## config.mk

```make
export PLATFORM = sky130hd
export DESIGN_NAME = mux_3_to_1_bus_8_arb
export DESIGN_NICKNAME = d
export VERILOG_FILES = /design/src/rtl/mux_bus_pkg.sv /design/src/rtl/mux_3_to_1_bus_8_arb_rr_arbiter_3.sv /design/src/rtl/mux_3_to_1_bus_8_arb.sv
export SDC_FILE = /design/constraint.sdc
export NUM_CORES = 1
export LEC_CHECK = 0
export ABC_AREA = 1
export CELL_PAD_IN_SITES_DETAIL_PLACEMENT = 2
export CELL_PAD_IN_SITES_GLOBAL_PLACEMENT = 2
export CORE_ASPECT_RATIO = 1.75
export CORE_MARGIN = 2
export CORE_UTILIZATION = 24
export DETAILED_ROUTE_END_ITERATION = 8
export GPL_TIMING_DRIVEN = 0
export PLACE_DENSITY = 0.84
export SLEW_MARGIN = 40
export SYNTH_ARGS = -nofsm -noshare
export SYNTH_HDL_FRONTEND = slang
export SYNTH_HIERARCHICAL = 1
export SYNTH_SLANG_ARGS = --single-unit
```

## constraint.sdc

```tcl
create_clock -name clk -period 2 [get_ports clk]
set_input_delay 0.5 -clock clk [delete_from_list [all_inputs] [get_ports clk]]
set_output_delay 0.5 -clock clk [all_outputs]
set_load 0.05 [all_outputs]
```

## src/rtl/mux_bus_pkg.sv

```systemverilog
// ---------------------------------------------------------------------------
// mux_bus_pkg
// Shared types and constants for the 3-to-1 bus gather block.
//   state_e      : arbitration FSM states (IDLE / GRANT)
//   SRC_CH1..3   : source codes tagged onto output words; identical to the
//                  1-to-3 demux sel encoding so replies can be routed back
//   BEAT_W       : width of the per-grant beat counter
//   rr_next()    : round-robin successor of a source code (mod 3)
// ---------------------------------------------------------------------------
package mux_bus_pkg;

  typedef enum logic {
    IDLE  = 1'b0,
    GRANT = 1'b1
  } state_e;

  localparam logic [1:0] SRC_CH1 = 2'b00;
  localparam logic [1:0] SRC_CH2 = 2'b01;
  localparam logic [1:0] SRC_CH3 = 2'b10;

  localparam int unsigned BEAT_W = 4;

  // Successor in the rotation 00 -> 01 -> 10 -> 00. The unused code 11 maps
  // to channel 1 so a corrupted last_grant still yields a legal rotation.
  function automatic logic [1:0] rr_next(input logic [1:0] src);
    logic [1:0] nxt;
    case (src)
      SRC_CH1: nxt = SRC_CH2;
      SRC_CH2: nxt = SRC_CH3;
      default: nxt = SRC_CH1;
    endcase
    return nxt;
  endfunction

endpackage

```

## src/rtl/mux_3_to_1_bus_8_arb_rr_arbiter_3.sv

```systemverilog
// ---------------------------------------------------------------------------
// rr_arbiter_3
// Purely combinational 3-way round-robin selector.
//   req        : request vector, bit 0 = channel 1 (source code 00)
//   last_grant : source code of the channel served most recently
//   next_grant : first requesting channel after last_grant in rotation order
//   any_req    : at least one channel is requesting
// ---------------------------------------------------------------------------
module rr_arbiter_3
  import mux_bus_pkg::*;
(
  input  logic [2:0] req,
  input  logic [1:0] last_grant,
  output logic [1:0] next_grant,
  output logic       any_req
);

  logic [1:0] cand1_s;
  logic [1:0] cand2_s;
  logic [1:0] cand3_s;

  // Walk the rotation starting just after last_grant; the third candidate is
  // last_grant itself, so a lone requester is always re-granted.
  always_comb begin
    cand1_s    = rr_next(last_grant);
    cand2_s    = rr_next(cand1_s);
    cand3_s    = rr_next(cand2_s);
    any_req    = |req;
    next_grant = SRC_CH1;
    if (req[cand1_s]) begin
      next_grant = cand1_s;
    end else if (req[cand2_s]) begin
      next_grant = cand2_s;
    end else if (req[cand3_s]) begin
      next_grant = cand3_s;
    end else begin
      next_grant = SRC_CH1;
    end
  end

endmodule

```

## src/rtl/mux_3_to_1_bus_8_arb.sv

```systemverilog
// ---------------------------------------------------------------------------
// mux_3_to_1_bus_8_arb
// Gathers WIDTH-bit words from three valid/ready channels onto one registered
// output bus. Channels are served round-robin in bursts of up to BURST_MAX
// beats; each output word carries its source code (00/01/10).
// Ports:
//   clk, rst_n                     : clock, synchronous active-low reset
//   inN_data/inN_valid/inN_ready   : source channels N=1..3 (codes 00/01/10)
//   out_data/out_src/out_valid     : registered output word and its source
//   out_ready                      : downstream accepts when valid&ready
// ---------------------------------------------------------------------------
module mux_3_to_1_bus_8_arb
  import mux_bus_pkg::*;
#(
  parameter int unsigned WIDTH     = 8,
  parameter int unsigned BURST_MAX = 4
) (
  input  logic             clk,
  input  logic             rst_n,
  input  logic [WIDTH-1:0] in1_data,
  input  logic             in1_valid,
  output logic             in1_ready,
  input  logic [WIDTH-1:0] in2_data,
  input  logic             in2_valid,
  output logic             in2_ready,
  input  logic [WIDTH-1:0] in3_data,
  input  logic             in3_valid,
  output logic             in3_ready,
  output logic [WIDTH-1:0] out_data,
  output logic [1:0]       out_src,
  output logic             out_valid,
  input  logic             out_ready
);

  localparam logic [BEAT_W-1:0] BEAT_LAST = BEAT_W'(BURST_MAX - 1);
  localparam logic [BEAT_W-1:0] BEAT_ONE  = BEAT_W'(1);
  localparam logic [BEAT_W-1:0] BEAT_ZERO = BEAT_W'(0);

  state_e             state_q,      state_d;
  logic [1:0]         grant_q,      grant_d;
  logic [1:0]         last_grant_q, last_grant_d;
  logic [BEAT_W-1:0]  beat_cnt_q,   beat_cnt_d;
  logic [WIDTH-1:0]   out_data_q,   out_data_d;
  logic [1:0]         out_src_q,    out_src_d;
  logic               out_valid_q,  out_valid_d;

  logic [1:0]         arb_grant_s;
  logic               arb_any_s;
  logic               can_load_s;
  logic               gnt_valid_s;
  logic [WIDTH-1:0]   gnt_data_s;
  logic               transfer_s;

  rr_arbiter_3 u_arb (
    .req        ({in3_valid, in2_valid, in1_valid}),
    .last_grant (last_grant_q),
    .next_grant (arb_grant_s),
    .any_req    (arb_any_s)
  );

  // Route the granted channel's valid and data to the transfer logic.
  always_comb begin
    case (grant_q)
      SRC_CH1: begin gnt_valid_s = in1_valid; gnt_data_s = in1_data; end
      SRC_CH2: begin gnt_valid_s = in2_valid; gnt_data_s = in2_data; end
      SRC_CH3: begin gnt_valid_s = in3_valid; gnt_data_s = in3_data; end
      default: begin gnt_valid_s = 1'b0;      gnt_data_s = '0;       end
    endcase
  end

  assign can_load_s = !out_valid_q || out_ready;
  assign transfer_s = (state_q == GRANT) && gnt_valid_s && can_load_s;

  // Readies are gated by rst_n so nothing is accepted in a reset cycle even
  // though the state register only clears at the following edge.
  assign in1_ready = rst_n && (state_q == GRANT) && (grant_q == SRC_CH1) && can_load_s;
  assign in2_ready = rst_n && (state_q == GRANT) && (grant_q == SRC_CH2) && can_load_s;
  assign in3_ready = rst_n && (state_q == GRANT) && (grant_q == SRC_CH3) && can_load_s;

  // Arbitration FSM: next state, grant, rotation pointer and beat counter.
  always_comb begin
    state_d      = state_q;
    grant_d      = grant_q;
    last_grant_d = last_grant_q;
    beat_cnt_d   = beat_cnt_q;
    case (state_q)
      IDLE: begin
        if (arb_any_s) begin
          grant_d    = arb_grant_s;
          beat_cnt_d = BEAT_ZERO;
          state_d    = GRANT;
        end else begin
          state_d    = IDLE;
        end
      end
      GRANT: begin
        if (!gnt_valid_s) begin
          // Early release: the granted source has nothing more to send.
          last_grant_d = grant_q;
          state_d      = IDLE;
        end else if (can_load_s) begin
          if (beat_cnt_q == BEAT_LAST) begin
            last_grant_d = grant_q;
            state_d      = IDLE;
          end else begin
            beat_cnt_d   = beat_cnt_q + BEAT_ONE;
          end
        end else begin
          // Backpressure: hold grant and beat count.
          state_d      = GRANT;
        end
      end
      default: begin
        state_d = IDLE;
      end
    endcase
  end

  // Output register: load on transfer, drain when downstream takes the word.
  always_comb begin
    out_data_d  = out_data_q;
    out_src_d   = out_src_q;
    out_valid_d = out_valid_q;
    if (transfer_s) begin
      out_data_d  = gnt_data_s;
      out_src_d   = grant_q;
      out_valid_d = 1'b1;
    end else if (out_ready) begin
      out_valid_d = 1'b0;
    end else begin
      out_valid_d = out_valid_q;
    end
  end

  // State and output registers with synchronous active-low reset.
  always_ff @(posedge clk) begin
    if (!rst_n) begin
      state_q      <= IDLE;
      grant_q      <= SRC_CH1;
      last_grant_q <= SRC_CH3;
      beat_cnt_q   <= BEAT_ZERO;
      out_data_q   <= '0;
      out_src_q    <= SRC_CH1;
      out_valid_q  <= 1'b0;
    end else begin
      state_q      <= state_d;
      grant_q      <= grant_d;
      last_grant_q <= last_grant_d;
      beat_cnt_q   <= beat_cnt_d;
      out_data_q   <= out_data_d;
      out_src_q    <= out_src_d;
      out_valid_q  <= out_valid_d;
    end
  end

  assign out_data  = out_data_q;
  assign out_src   = out_src_q;
  assign out_valid = out_valid_q;

endmodule

```

==> metrics.yaml, run 1 <==
outcome: "finished clean"
tns_ns: 0
synth_area_mm2: 0.001227
wl_met3_um: 129
async_reset_ff_share_pct: 0
synth_area_leader_cell: "dfxtp_1"
crit_buf_inv: 1
antenna_found_initial: 0
synth_area_leaders: "dfxtp_1 (33%), nand2_1 (21%), nor2_1 (13%), inv_1 (5.8%), nor2_2 (4.1%)"
chipHeight_um: 98.61
finalNetCount: 280
postCtsHoldBufs: 0
grtUsageTotal_pct: 16.36
required_ns: 1.50
synthTopCellsByCount: "nand2_1 (68), nor2_1 (43), dfxtp_1 (20)"
finalCriticalPeriod_ns: 1.948
cts.sinks: 20
grt_max_degree: 12
layout-drive-gt1-share_pct: 15.32
cp_data_arrival_time_ns: 1.45
path_max_fanout: 2
hp-class: "reg2reg"
synthToLayoutAreaGrowth_pct: 48.11
clk_latency_ns: 0.27
htreeDepth: 1
dpl-instance-area_mm2: 0.001728
ys_types: 24
crit_chain: "clkdlybuf4s50_1"
synth_flop_cell: "dfxtp_1"
die_w_um: 58.06
drt_wl_total_um: 4090
clock.fmax_ghz: 0.5133
fin_skew_ns: 0.001722
crit_family: "buffers and inverters"
max-slew-margin-rel_pct: 59.27
root_buffer: "clkbuf_8"
avgSynthCellArea_um2: 6.137
synth.most_common_cell: "nand2_1"
grt.overflow.total: 0
cts_tree: "built"
end_kind: "output pin"
critical_path_class: "reg2out"
wire_per_inst_um: 13.54
worstMarginPinSlew_ns: 0.6109
rsz0062_at_grt: "false"
timing.final.crit_share_pct: 97.40
gp_congestion: 0.7370
clockBufferDepth: 2
yosysSeqAreaShare_pct: 32.62
cpPeakStageDelay_ns: 0.82
yosysWarnings: 6
critPathLaunchType: "register"
vias: 1432
die-area_mm2: 0.005725
numPortBuffers: 42
io_pins: 44
synth_top_area_share_pct: 32.62
initial_core_util_pct: 24.87
setup-violations-final: 0
path_clk_slew_ns: 0.08
synth_seq_cells: 20
drc: 0
p_leak_nw: 0.8496
route.met2.wl_um: 2489
drtIter0Drc: 1
final_antenna_net_count: 0
hold_slack_ns: 0.4915
synth_cells: 200
num_rows: 34
route.layer.met1.wl_um: 1395
diodes: 0
nFillCells: 613
coreArea_mm2: 0.004935
max_cap_viol_count: 0
fin_util_pct: 36.84
hold_viol: 0
worst_slack_ns: 0.05196
cts_inserted_buffers: 3
pre_cts_slack_ns: -0.9560
slew_viol_final: 0
synth_edf_count: 0
highest_layer: "met4"
hpwl_um: 3320
via_per_inst: 4.742
fin_area_mm2: 0.001818
syn_nets: 231
first_pass_iters: 2
grt_pass1_vias: 1650
grt_pass1_wl_um: 7217
powerDensity_mw_per_mm2: 742.4
cp_slowest_cell: "clkdlybuf4s50_1"
ir_worst_vdd_v: 0.0003125
area by class of cell:
type / instances / area [um^2] / area share, %
Tap cell: 54 / 67.56 / 3.716
Buffer: 5 / 40.04 / 2.202
Sequential cell: 20 / 401.6 / 22.09
Timing Repair Buffer: 44 / 434.2 / 23.88
Inverter: 22 / 87.58 / 4.818
Clock buffer: 4 / 55.05 / 3.028
Multi-Input combinational cell: 153 / 732.0 / 40.26
flip-flops by register name (all words and copies together), names as in the netlist:
name and count:
out_data 8, out_valid 1, out_src 2, last_grant_q 2, state_q 1, beat_cnt_q 4
grant_q 2
power breakdown:
part           leakage [nW]  internal [W]  switching, W  total (W)
clock network        0.0288      0.000176      0.000151   0.000327
registers             0.165      0.000445     0.0000359   0.000480
logic                 0.656      0.000207      0.000336   0.000542
total                 0.850      0.000827      0.000523    0.00135
worst paths after layout:
| path | from | end | slack, ns | cells after the start |
|---|---|---|---|---|
| setup / recovery | out_data[5]$_SDFFE_PN0P_ | out_data[5] | 0.05 | 1 |
| hold / removal | out_data[1]$_SDFFE_PN0P_ | out_data[1]$_SDFFE_PN0P_ | 0.49 | 2 |
| setup reg to reg | grant_q[0]$_SDFFE_PN0P_ | out_data[2]$_SDFFE_PN0P_ | 0.51 | 9 |
| hold reg to reg | out_data[1]$_SDFFE_PN0P_ | out_data[1]$_SDFFE_PN0P_ | 0.49 | 2 |
through the flow:
step	power (W)	instances
global placement	0.001012	296
CTS	0.001370	302
detailed placement	0.001025	296
global route	0.001437	302
floorplan	0.0008334	200
finish	0.001350	302
timing repair:
| action | 4_1_cts | 5_1_grt |
|---|---|---|
| buffers inserted | 2 | 0 |
| endpoints found under the setup margin | 3 | 2 |
| gates resized for setup | 28 | 3 |
| pin swaps | 1 | 0 |
logic make-up (layout without fill, tap and decap cells):
| logic type | count (synthesis) | count (layout) | share of synthesized area, % |
|---|---|---|---|
| AO/OA/AOI/OAI | 14 | 14 | 5.708 |
| XOR/XNOR | 1 | 1 | 0.7137 |
| adder cells (fa/ha/maj) | 1 | 1 | 1.019 |
| buffers and inverters | 27 | 75 | 10.29 |
| flip-flops | 20 | 20 | 32.62 |
| AND/OR/NAND/NOR | 137 | 137 | 49.64 |
placed cells by master (no fill, tap or decap), types with 2 or more instances in the layout:
| cell | n |
|---|---|
| nand4_1 | 2 |
| nand2_2 | 2 |
| buf_6 | 3 |
| a21oi_1 | 9 |
| inv_2 | 3 |
| o21ai_0 | 5 |
| clkbuf_8 | 4 |
| nand3_4 | 2 |
| nand2_1 | 65 |
| nor2_1 | 42 |
| nand2_4 | 2 |
| inv_1 | 17 |
| clkdlybuf4s50_1 | 38 |
| dfxtp_1 | 19 |
| buf_4 | 3 |
| nand3_1 | 8 |
| clkbuf_2 | 2 |
| nor2_2 | 9 |
routing by layer:
layer  track usage, %  vias up
met5                0        -
li1                 -      704
met2            33.48       32
met4            6.440        0
met1            15.33      691
met3            1.837        5
(Power assumes the default switching activity.)
==> inputs of run 2 (changes only) <==
--- a/config.mk
+++ b/config.mk
@@ -14,7 +14,7 @@
 export DETAILED_ROUTE_END_ITERATION = 8
 export GPL_TIMING_DRIVEN = 0
 export PLACE_DENSITY = 0.84
-export SLEW_MARGIN = 40
+export SLEW_MARGIN = 20
 export SYNTH_ARGS = -nofsm -noshare
 export SYNTH_HDL_FRONTEND = slang
 export SYNTH_HIERARCHICAL = 1
==> results of run 2 <==
No change in the layout: final DEF, timing and power equal those of run 1.
==> inputs of run 3 (changes only) <==
--- a/config.mk
+++ b/config.mk
@@ -10,12 +10,12 @@
 export CELL_PAD_IN_SITES_GLOBAL_PLACEMENT = 2
 export CORE_ASPECT_RATIO = 1.75
 export CORE_MARGIN = 2
-export CORE_UTILIZATION = 24
+export CORE_UTILIZATION = 23
 export DETAILED_ROUTE_END_ITERATION = 8
 export GPL_TIMING_DRIVEN = 0
-export PLACE_DENSITY = 0.84
+export HOLD_SLACK_MARGIN = 0.03
+export PLACE_DENSITY = 0.81
 export SLEW_MARGIN = 20
 export SYNTH_ARGS = -nofsm -noshare
 export SYNTH_HDL_FRONTEND = slang
-export SYNTH_HIERARCHICAL = 1
 export SYNTH_SLANG_ARGS = --single-unit
==> run 3 against run 2 <==
Net effect: first-iteration DRC count rose to 9.0 times the previous value; via count shrank 12%; non-clock buffer count grew 3; total power fell by 6.1%; largest power group unchanged.
==> metrics.yaml, run 3 <==
outcome: "finished clean"
end_kind: "output pin"
ir_worst_vdd_v: 0.0003951  # +26%
cpPeakStageDelay_ns: 0.83  # about the same
p_clk_share_pct: 25.1  # +0.9 points
fin_area_mm2: 0.001697  # -6.7%
io_pins: 44  # unchanged
crit_chain: "clkdlybuf4s50_1"
vias: 1255  # -12%
drtIter0Drc: 9  # +8
coreArea_mm2: 0.004666  # -5.5%
root_buffer: "clkbuf_8"
synth_top_area_share_pct: 36.28  # +3.7 points
p_leak_nw: 0.7036  # -17%
hpwl_um: 3115  # -6.2%
first_pass_iters: 2  # unchanged
worstMarginPinSlew_ns: 0.5479  # -0.06301 ns
fin_util_pct: 36.36  # -0.48 points
numPortBuffers: 42  # unchanged
synthTopCellsByCount: "nand2_1 (39), nand3_1 (21), dfxtp_1 (20)"
synth.most_common_cell: "nand2_1"
stdcell_count: 263  # -13%
largest_reg_flops: 8  # unchanged
num_rows: 33  # -2.9%
setup-violations-final: 0  # unchanged
grt_pass1_wl_um: 6644  # -7.9%
synth_cells: 164  # -18%
antenna_found_initial: 0  # unchanged
synth_area_leader_cell: "dfxtp_1"
yosysSeqAreaShare_pct: 36.28  # +3.7 points
max-slew-margin-rel_pct: 63.47  # +4.2 points
clk_latency_ns: 0.26  # about the same
comb_power_share_pct: 39.0  # -1.2 points
final_antenna_net_count: 0  # unchanged
reg2reg_slack_ns: 0.44  # -0.07 ns
final_cell_mix: "nand2_1 (38), clkdlybuf4s50_1 (38), nand3_1 (21)"
synth_seq_cells: 20  # unchanged
regToRegEndpoint: "last_grant_q[1]$_SDFFE_PN1P_"
p_sw_w: 0.0004684  # -10%
cts_tree: "built"
die_w_um: 56.36  # -2.9%
synth_edf_count: 0  # unchanged
cp_slowest_cell: "clkdlybuf4s50_1"
critPathLaunchType: "register"
dpl-instance-area_mm2: 0.001589  # -8.0%
hold_slack_ns: 0.4965  # +0.005000 ns
clockBufferDepth: 2  # unchanged
grtUsageTotal_pct: 15.95  # -0.41 points
drt_wl_total_um: 4133  # +1.1%
layout-drive-gt1-share_pct: 14.22  # -1.1 points
clock.fmax_ghz: 0.5175  # +0.81%
p_int_w: 0.0007992  # -3.4%
avgSynthCellArea_um2: 6.729  # +9.6%
diodes: 0  # unchanged
hold_viol: 0  # unchanged
drc: 0  # unchanged
crit_buf_inv: 1  # unchanged
r2r_start: "beat_cnt_q[0]$_SDFFE_PN0P_"
seqPwrFrac_pct: 36.0  # +0.4 points
grt.overflow.total: 0  # unchanged
finalNetCount: 243  # -13%
powerDensity_mw_per_mm2: 747.1  # +0.64%
path_max_fanout: 2  # unchanged
die-area_mm2: 0.005390  # -5.9%
synth_flop_cell: "dfxtp_1"
synthToLayoutAreaGrowth_pct: 53.74
ys_types: 24  # unchanged
yosysWarnings: 0  # -6
wire_per_inst_um: 15.71  # +16%
hp-class: "reg2reg"
whs_endpoint: "last_grant_q[1]$_SDFFE_PN1P_"
synth_area_mm2: 0.001104  # -10%
holdCritStartpoint: "last_grant_q[1]$_SDFFE_PN1P_"
grt_pass1_vias: 1380  # -16%
gp_congestion: 0.8157  # +11%
htreeDepth: 1  # unchanged
chipHeight_um: 95.63  # -3.0%
required_ns: 1.50  # about the same
max_cap_viol_count: 0  # unchanged
fin_skew_ns: 0.002155  # +0.0004333 ns
crit_family: "buffers and inverters"
worst_slack_ns: 0.06753  # +0.01558 ns
async_reset_ff_share_pct: 0  # unchanged
hold-path-cell-count: 2  # unchanged
reg2regPathDepth: 6  # -3
cts.sinks: 20  # unchanged
critical_path_class: "reg2out"
via_per_inst: 4.772  # +0.64%
cp_data_arrival_time_ns: 1.43  # -0.02 ns
grt_max_degree: 12  # unchanged
cts_inserted_buffers: 3  # unchanged
pre_cts_slack_ns: -0.8165  # +0.1395 ns
initial_core_util_pct: 23.65  # -1.2 points
slew_viol_final: 0  # unchanged
placed_cells: 258  # -13%
path_clk_slew_ns: 0.08  # about the same
syn_nets: 195  # -16%
swShare_pct: 36.95  # -1.8 points
synth_area_leaders: "dfxtp_1 (36%), nand2_1 (13%), nand3_1 (9.5%), a21oi_1 (7.3%), nor2_1 (5.1%)"
finalCriticalPeriod_ns: 1.932  # -0.01558 ns
timing.final.crit_share_pct: 96.62  # -0.78 points
-- run 3: per-layer routing --
layer	global-route usage [%]	share of wire, %	vias up
met3	0.5427	2.7	6
met4	6.746	1.7	0
li1	-	-	633
met2	32.65	58	28
met5	0	0	-
met1	16.38	38	588
-- run 3: final cells by class --
cell class	instances	area, um^2
fill	563	2969
inverter	14	52.55
clock buffer	4	55.05
sequential	20	400.4
tap	52	65.06
buffer	9	66.31
timing repair buffer	43	430.4
multi-input combinational	121	626.9
-- run 3: logic make-up after synthesis --
| kind of cell | Yosys count | synth area share, % |
|---|---|---|
| fa+ha+maj | 1 | 1.134 |
| simple gates | 84 | 34.58 |
| compound gates | 34 | 15.99 |
| buf+inv | 23 | 10.43 |
| flops | 20 | 36.28 |
| xor+xnor | 2 | 1.588 |
-- run 3: how the worst max path moves through the flow --
stage                                   startpoint  depth (start not counted)  slack, ns     endpoint
after global routing            state_q$_SDFF_PN0_                          6     -0.002    in1_ready
after floorplan             out_valid$_SDFFE_PN0P_                          5      -0.40    in1_ready
after global placement                   out_ready                          6      -0.79    in2_ready
after detailed placement                 out_ready                          6      -0.82    in2_ready
after CTS                       state_q$_SDFF_PN0_                          6      0.005    in2_ready
final                     out_data[3]$_SDFFE_PN0P_                          1       0.07  out_data[3]
-- run 3: stage by stage --
| step | total power (W) | setup TNS, ns |
|---|---|---|
| 2_1_floorplan | 0.0007579 | -1.212 |
| 3_3_place_gp | 0.0009330 | -2.368 |
| 3_5_place_dp | 0.0009427 | -2.423 |
| 4_1_cts | 0.001276 | 0 |
| 5_1_grt | 0.001346 | -0.002049 |
| 6_report | 0.001268 | 0 |
-- run 3: power by group through the flow --
stage / Combinational [W] / Clock (W) / Sequential [W]
after floorplan: 0.000210 / 0 / 0.000548
after global placement: 0.000470 / 0 / 0.000463
after detailed placement: 0.000479 / 0 / 0.000464
after CTS: 0.000492 / 0.000328 / 0.000456
after global routing: 0.000539 / 0.000347 / 0.000460
final: 0.000494 / 0.000318 / 0.000456
-- run 3: timing repair --
| item | in CTS | in global routing |
|---|---|---|
| endpoints found under the setup margin | 3 | 3 |
| setup buffers | 1 | 0 |
| pin swaps | 3 | 3 |
| gates cloned | 0 | 0 |
| hold buffers | 0 | 0 |
| resized for setup | 31 | 5 |
==> RTL change 1 (settings of run 3) <==
Take the reset off `out_data_q` and load it in a clocked block of its own.
--- a/src/rtl/mux_3_to_1_bus_8_arb.sv
+++ b/src/rtl/mux_3_to_1_bus_8_arb.sv
@@ -139,7 +139,6 @@
       grant_q      <= SRC_CH1;
       last_grant_q <= SRC_CH3;
       beat_cnt_q   <= BEAT_ZERO;
-      out_data_q   <= '0;
       out_src_q    <= SRC_CH1;
       out_valid_q  <= 1'b0;
     end else begin
@@ -147,10 +146,13 @@
       grant_q      <= grant_d;
       last_grant_q <= last_grant_d;
       beat_cnt_q   <= beat_cnt_d;
-      out_data_q   <= out_data_d;
       out_src_q    <= out_src_d;
       out_valid_q  <= out_valid_d;
     end
+  end
+
+  always_ff @(posedge clk) begin
+    out_data_q <= out_data_d;
   end
 
   assign out_data  = out_data_q;
Check against the original RTL: differs if rst_n is asserted again (counterexample within 4 cycles, from zero or initial values and one cycle with rst_n low); with rst_n held inactive, the same outputs for 10 cycles.
==> RTL change 1 against run 3 <==
- first-iteration DRC count is 56% higher
- sequential power is 6.6% higher
- wire length is 3.6% lower
- worst setup slack worse by 0.037 ns
- non-clock buffer count down 5
- highest routed layer unchanged
- hold slack got worse by 0.019 ns
- core utilization increased by 0.081 points
- sequential share of layout area increased by 4.9 points
- power shrank 8.7%
- sequential cell count is the same
- largest power group is now registers
- synthesized area decreased by 1.4%
- final area is 0.66% lower
- clock skew hardly changed
- die area fell by 1.3%
==> RTL change 1: results (changes against run 3) <==
RePlAce Congestion 0.719 (-12%); vias in the first global route 1392 (+0.87%); slowest cell delay on critical path 0.84 ns; share of layout cells above drive strength 1 0.158 (+0.0163); CP Data Arrival Time 1.47 ns (+0.04 ns); Worst-Margin Slew 0.568 ns (+0.0197 ns); first-pass GRT wire length 6360 um (-4.3%); Non-Filler Instances 235 (-11%); met1 GRT Util 0.137 (-0.0269); sw frac 0.346 (-0.0233); DR WL/cell 17.0 um (+7.9%); final antenna diode count 0 (unchanged); Max FO, Critical Path 1 (-1); VDD IR max 0.289 mV (-27%); top cells by count, synth nand2_1 (30), nand3_1 (27), dfxtp_1 (12); Post-Synthesis Cells 136 (-17%); Placed Cells 231 (-10%); Post-Synthesis Net Count 167 (-14%); detailed placement HPWL 3320 um (+6.7%); Post-Place Setup Slack -0.965 ns (-0.148 ns); Largest register FFs 8 (unchanged); # port buffers 43 (+2.4%); Seq/Total Area, Yosys 0.441 (+0.0786); met2 Use GR 0.339 (+0.0127); all-layer global routing usage 0.156 (-0.00370); status finished, final reports clean; fill count 549 (-2.5%); nets@finish 215 (-12%); Leakage 0.668 nW (-5.1%); GR Util met3 0.0219 (+0.0165); count of flip-flops with a built-in enable after synthesis 8 (+8); Vias/cell 4.93 (+3.3%); largest net degree at the start of global routing 18 (+6); skew final 0.00180 ns (-0.000358 ns); Synth cell types 26 (+8.3%); Slowest-stage cell, CP clkdlybuf4s50_1; ranking of synthesized cells by area dfxtp_1 (22%), edfxtp_1 (22%), nand3_1 (12%)
## RTL change 1: cell types whose count changed after synthesis, sizes merged, moves of 2 or more
| cell | change |
|---|---|
| a21oi | -5 |
| edfxtp | +8 |
| nand3 | +7 |
| inv | -2 |
| buf | -5 |
| o21ai | -10 |
| nor2 | -9 |
| nand2 | -8 |
| dfxtp | -8 |
## RTL change 1: cell families after synthesis
kind of cell | Yosys count | share of synthesized area
xor gates and xnor gates | 2 | 0.0161
AOI/OAI and AO/OA | 19 | 0.0943
DFF | 20 | 0.441
and+or+nand+nor | 77 | 0.363
adders and majority gates | 1 | 0.0115
buffers and inverters | 17 | 0.0736
## RTL change 1: area by class of cell
| cell class | instances | share of cell area |
|---|---|---|
| multi-input cells | 99 | 0.341 |
| flip-flops and latches | 20 | 0.285 |
| repair buffers | 44 | 0.262 |
| well taps | 52 | 0.0386 |
| inverters | 13 | 0.0297 |
| clock buffers | 4 | 0.0267 |
| plain buffers | 3 | 0.0163 |
## RTL change 1: power groups by stage
stage | clock network [mW] | logic, mW | registers (mW)
2_1_floorplan | 0 | 0.180 | 0.545
3_3_place_gp | 0 | 0.370 | 0.490
3_5_place_dp | 0 | 0.395 | 0.493
4_1_cts | 0.284 | 0.405 | 0.486
5_1_grt | 0.299 | 0.432 | 0.489
6_report | 0.273 | 0.398 | 0.486
## RTL change 1: stage by stage
step | cell area, um^2 | setup TNS, ns
2_1_floorplan | 1100 | -0.181
3_3_place_gp | 1600 | -2.87
3_5_place_dp | 1600 | -2.88
4_1_cts | 1680 | 0
5_1_grt | 1690 | 0
6_report | 1690 | 0
## RTL change 1: timing repair
action | CTS | global route
pin swaps | 1 | 0
endpoints found under the setup margin | 3 | 1
setup buffers | 1 | 0
gates resized for setup | 31 | 1
## RTL change 1: worst paths after layout
| check | end | slack (ns) | cells after the start | start |
|---|---|---|---|---|
| max | out_data[0] | 0.03 | 1 | out_data[0] |
| min | out_src[1] | 0.48 | 2 | out_src[1] |
| max reg2reg | out_src[1] | 0.47 | 8 | grant_q[0] |
| min reg2reg | out_src[1] | 0.48 | 2 | out_src[1] |
## RTL change 1: routing by layer
| layer | up-vias | share of wire |
|---|---|---|
| met2 | 32 | 0.62 |
| met3 | 5 | 0.041 |
| met5 | - | 0 |
| met4 | 0 | 0.012 |
| met1 | 567 | 0.33 |
| li1 | 554 | - |
==> RTL change 2 (settings of run 3) <==
Made on the original files. The package constant `BEAT_W` goes from 4 to 5.
--- a/src/rtl/mux_bus_pkg.sv
+++ b/src/rtl/mux_bus_pkg.sv
@@ -18,7 +18,7 @@
   localparam logic [1:0] SRC_CH2 = 2'b01;
   localparam logic [1:0] SRC_CH3 = 2'b10;
 
-  localparam int unsigned BEAT_W = 4;
+  localparam int unsigned BEAT_W = 5;
 
   // Successor in the rotation 00 -> 01 -> 10 -> 00. The unused code 11 maps
   // to channel 1 so a corrupted last_grant still yields a legal rotation.
Behaviour: same outputs for any inputs over 10 cycles, from zero or initial values and one cycle with rst_n low; that may be too few to reach the edited logic, so the function may still have changed.
==> RTL change 2 against run 3 <==
- sequential cell count increased by 1
- sequential share of layout area increased by 0.063 points
- final area increased by 4.7%
- sequential power increased by 6.8%
- power increased by 1.2%
- worst setup slack got worse by 0.012 ns
- synthesized area increased by 7.6%
- wire length increased by 4.5%
- critical endpoint is now out_data[4]
- largest cell class unchanged
==> RTL change 2: results (changes against run 3) <==
Post-Place Setup Slack -0.935 ns (-0.118 ns); all-layer global routing usage 0.164 (+0.00416); Pre-antenna DRT Iters 4 (+2); TritonCTS buffer count 3 (unchanged); detailed placement HPWL 3430 um (+10%); Leakage 0.771 nW (+9.5%); DR WL/cell 15.2 um (-3.5%); largest net degree at the start of global routing 13 (+1); met2 Use GR 0.331 (+0.00456); final antenna diode count 0 (unchanged); DR vias 1392 (+11%); Mapped Area 1190 um^2 (+7.6%); Worst-Margin Slew 0.543 ns (-0.00462 ns); status finished, final reports clean; met3 wire length 87 um (-22%); comb_multi_in 139 (+15%); share of layout cells above drive strength 1 0.139 (-0.00365); # port buffers 43 (+2.4%); total power 1.28 mW (+1.2%); met2 wire length 2610 um (+9.0%); GR Util met3 0.0131 (+0.00770); CP Data Arrival Time 1.44 ns; Slowest-stage cell, CP clkdlybuf4s50_1; Non-Filler Instances 285 (+8.4%); # Post-CTS Setup Buffers 2 (+1); Post-Synthesis Net Count 213 (+9.2%); Seq/Total Area, Yosys 0.354 (-0.00875); cts repair resizes 27 (-13%); Starting DRT DRC Count 20 (+11); Register Area 420 um^2 (+5.0%); Synth Area per Inst 6.52 um^2 (-3.0%); Placed Cells 279 (+8.1%); vias in the first global route 1576 (+14%); ClkCell Share 0.0261 (-0.00639); met1 GRT Util 0.158 (-0.00599); VDD IR max 0.328 mV (-17%); sequential group power 0.487 mW (+6.8%); register fraction of the total cell area 0.237 (+0.000632); P_clk 0.294 mW (-7.5%); Yosys reg bits 21 (+5.0%); Ys Warns 0 (unchanged); multi-input combinational area share 0.392 (+0.0228); fill count 596 (+5.9%); P_sw 0.499 mW (+6.6%); placed instance area 1700 um^2 (+7.0%); top cells by count, synth nand2_1 (52), nor2_1 (24), dfxtp_1 (21); Signal buf overhead 0.268 (-0.0252); skew final 0.00923 ns (+0.00708 ns); RePlAce Congestion 0.739 (-9.4%); ranking of synthesized cells by area dfxtp_1 (35%), nand2_1 (16%), nand3_1 (8.4%); nets@finish 263 (+8.2%); DRT met1 WL 1530 um (-2.0%); Repair and plain buffers 49 (-5.8%); first-pass GRT wire length 7290 um (+9.8%); Inverters 18 (+4)
[RTL change 2: cell types whose count changed after synthesis, sizes merged, moves of 2 or more]
cell	run 3	this run
nand2	40	56
nor2	17	27
o21ai	15	9
buf	7	3
inv	14	18
nor3	3	6
a21oi	17	15
[RTL change 2: kinds of logic (layout without fill, tap and decap cells)]
logic type,count (synthesis),count (layout),share of synthesized area
simple gates,112,112,0.431
buf+inv,22,71,0.0875
xor+xnor,1,1,0.00738
fa+ha+maj,1,1,0.0105
flops,21,21,0.354
compound gates,25,25,0.110
[RTL change 2: worst paths after layout]
| kind | startpoint | to | slack [ns] | depth (start not counted) |
|---|---|---|---|---|
| max | out_data[4] | out_data[4] | 0.06 | 1 |
| min reg2reg | out_data[6] | out_data[6] | 0.49 | 2 |
| min | out_data[6] | out_data[6] | 0.49 | 2 |
| max reg2reg | beat_cnt_q[0] | beat_cnt_q[4] | 0.48 | 8 |
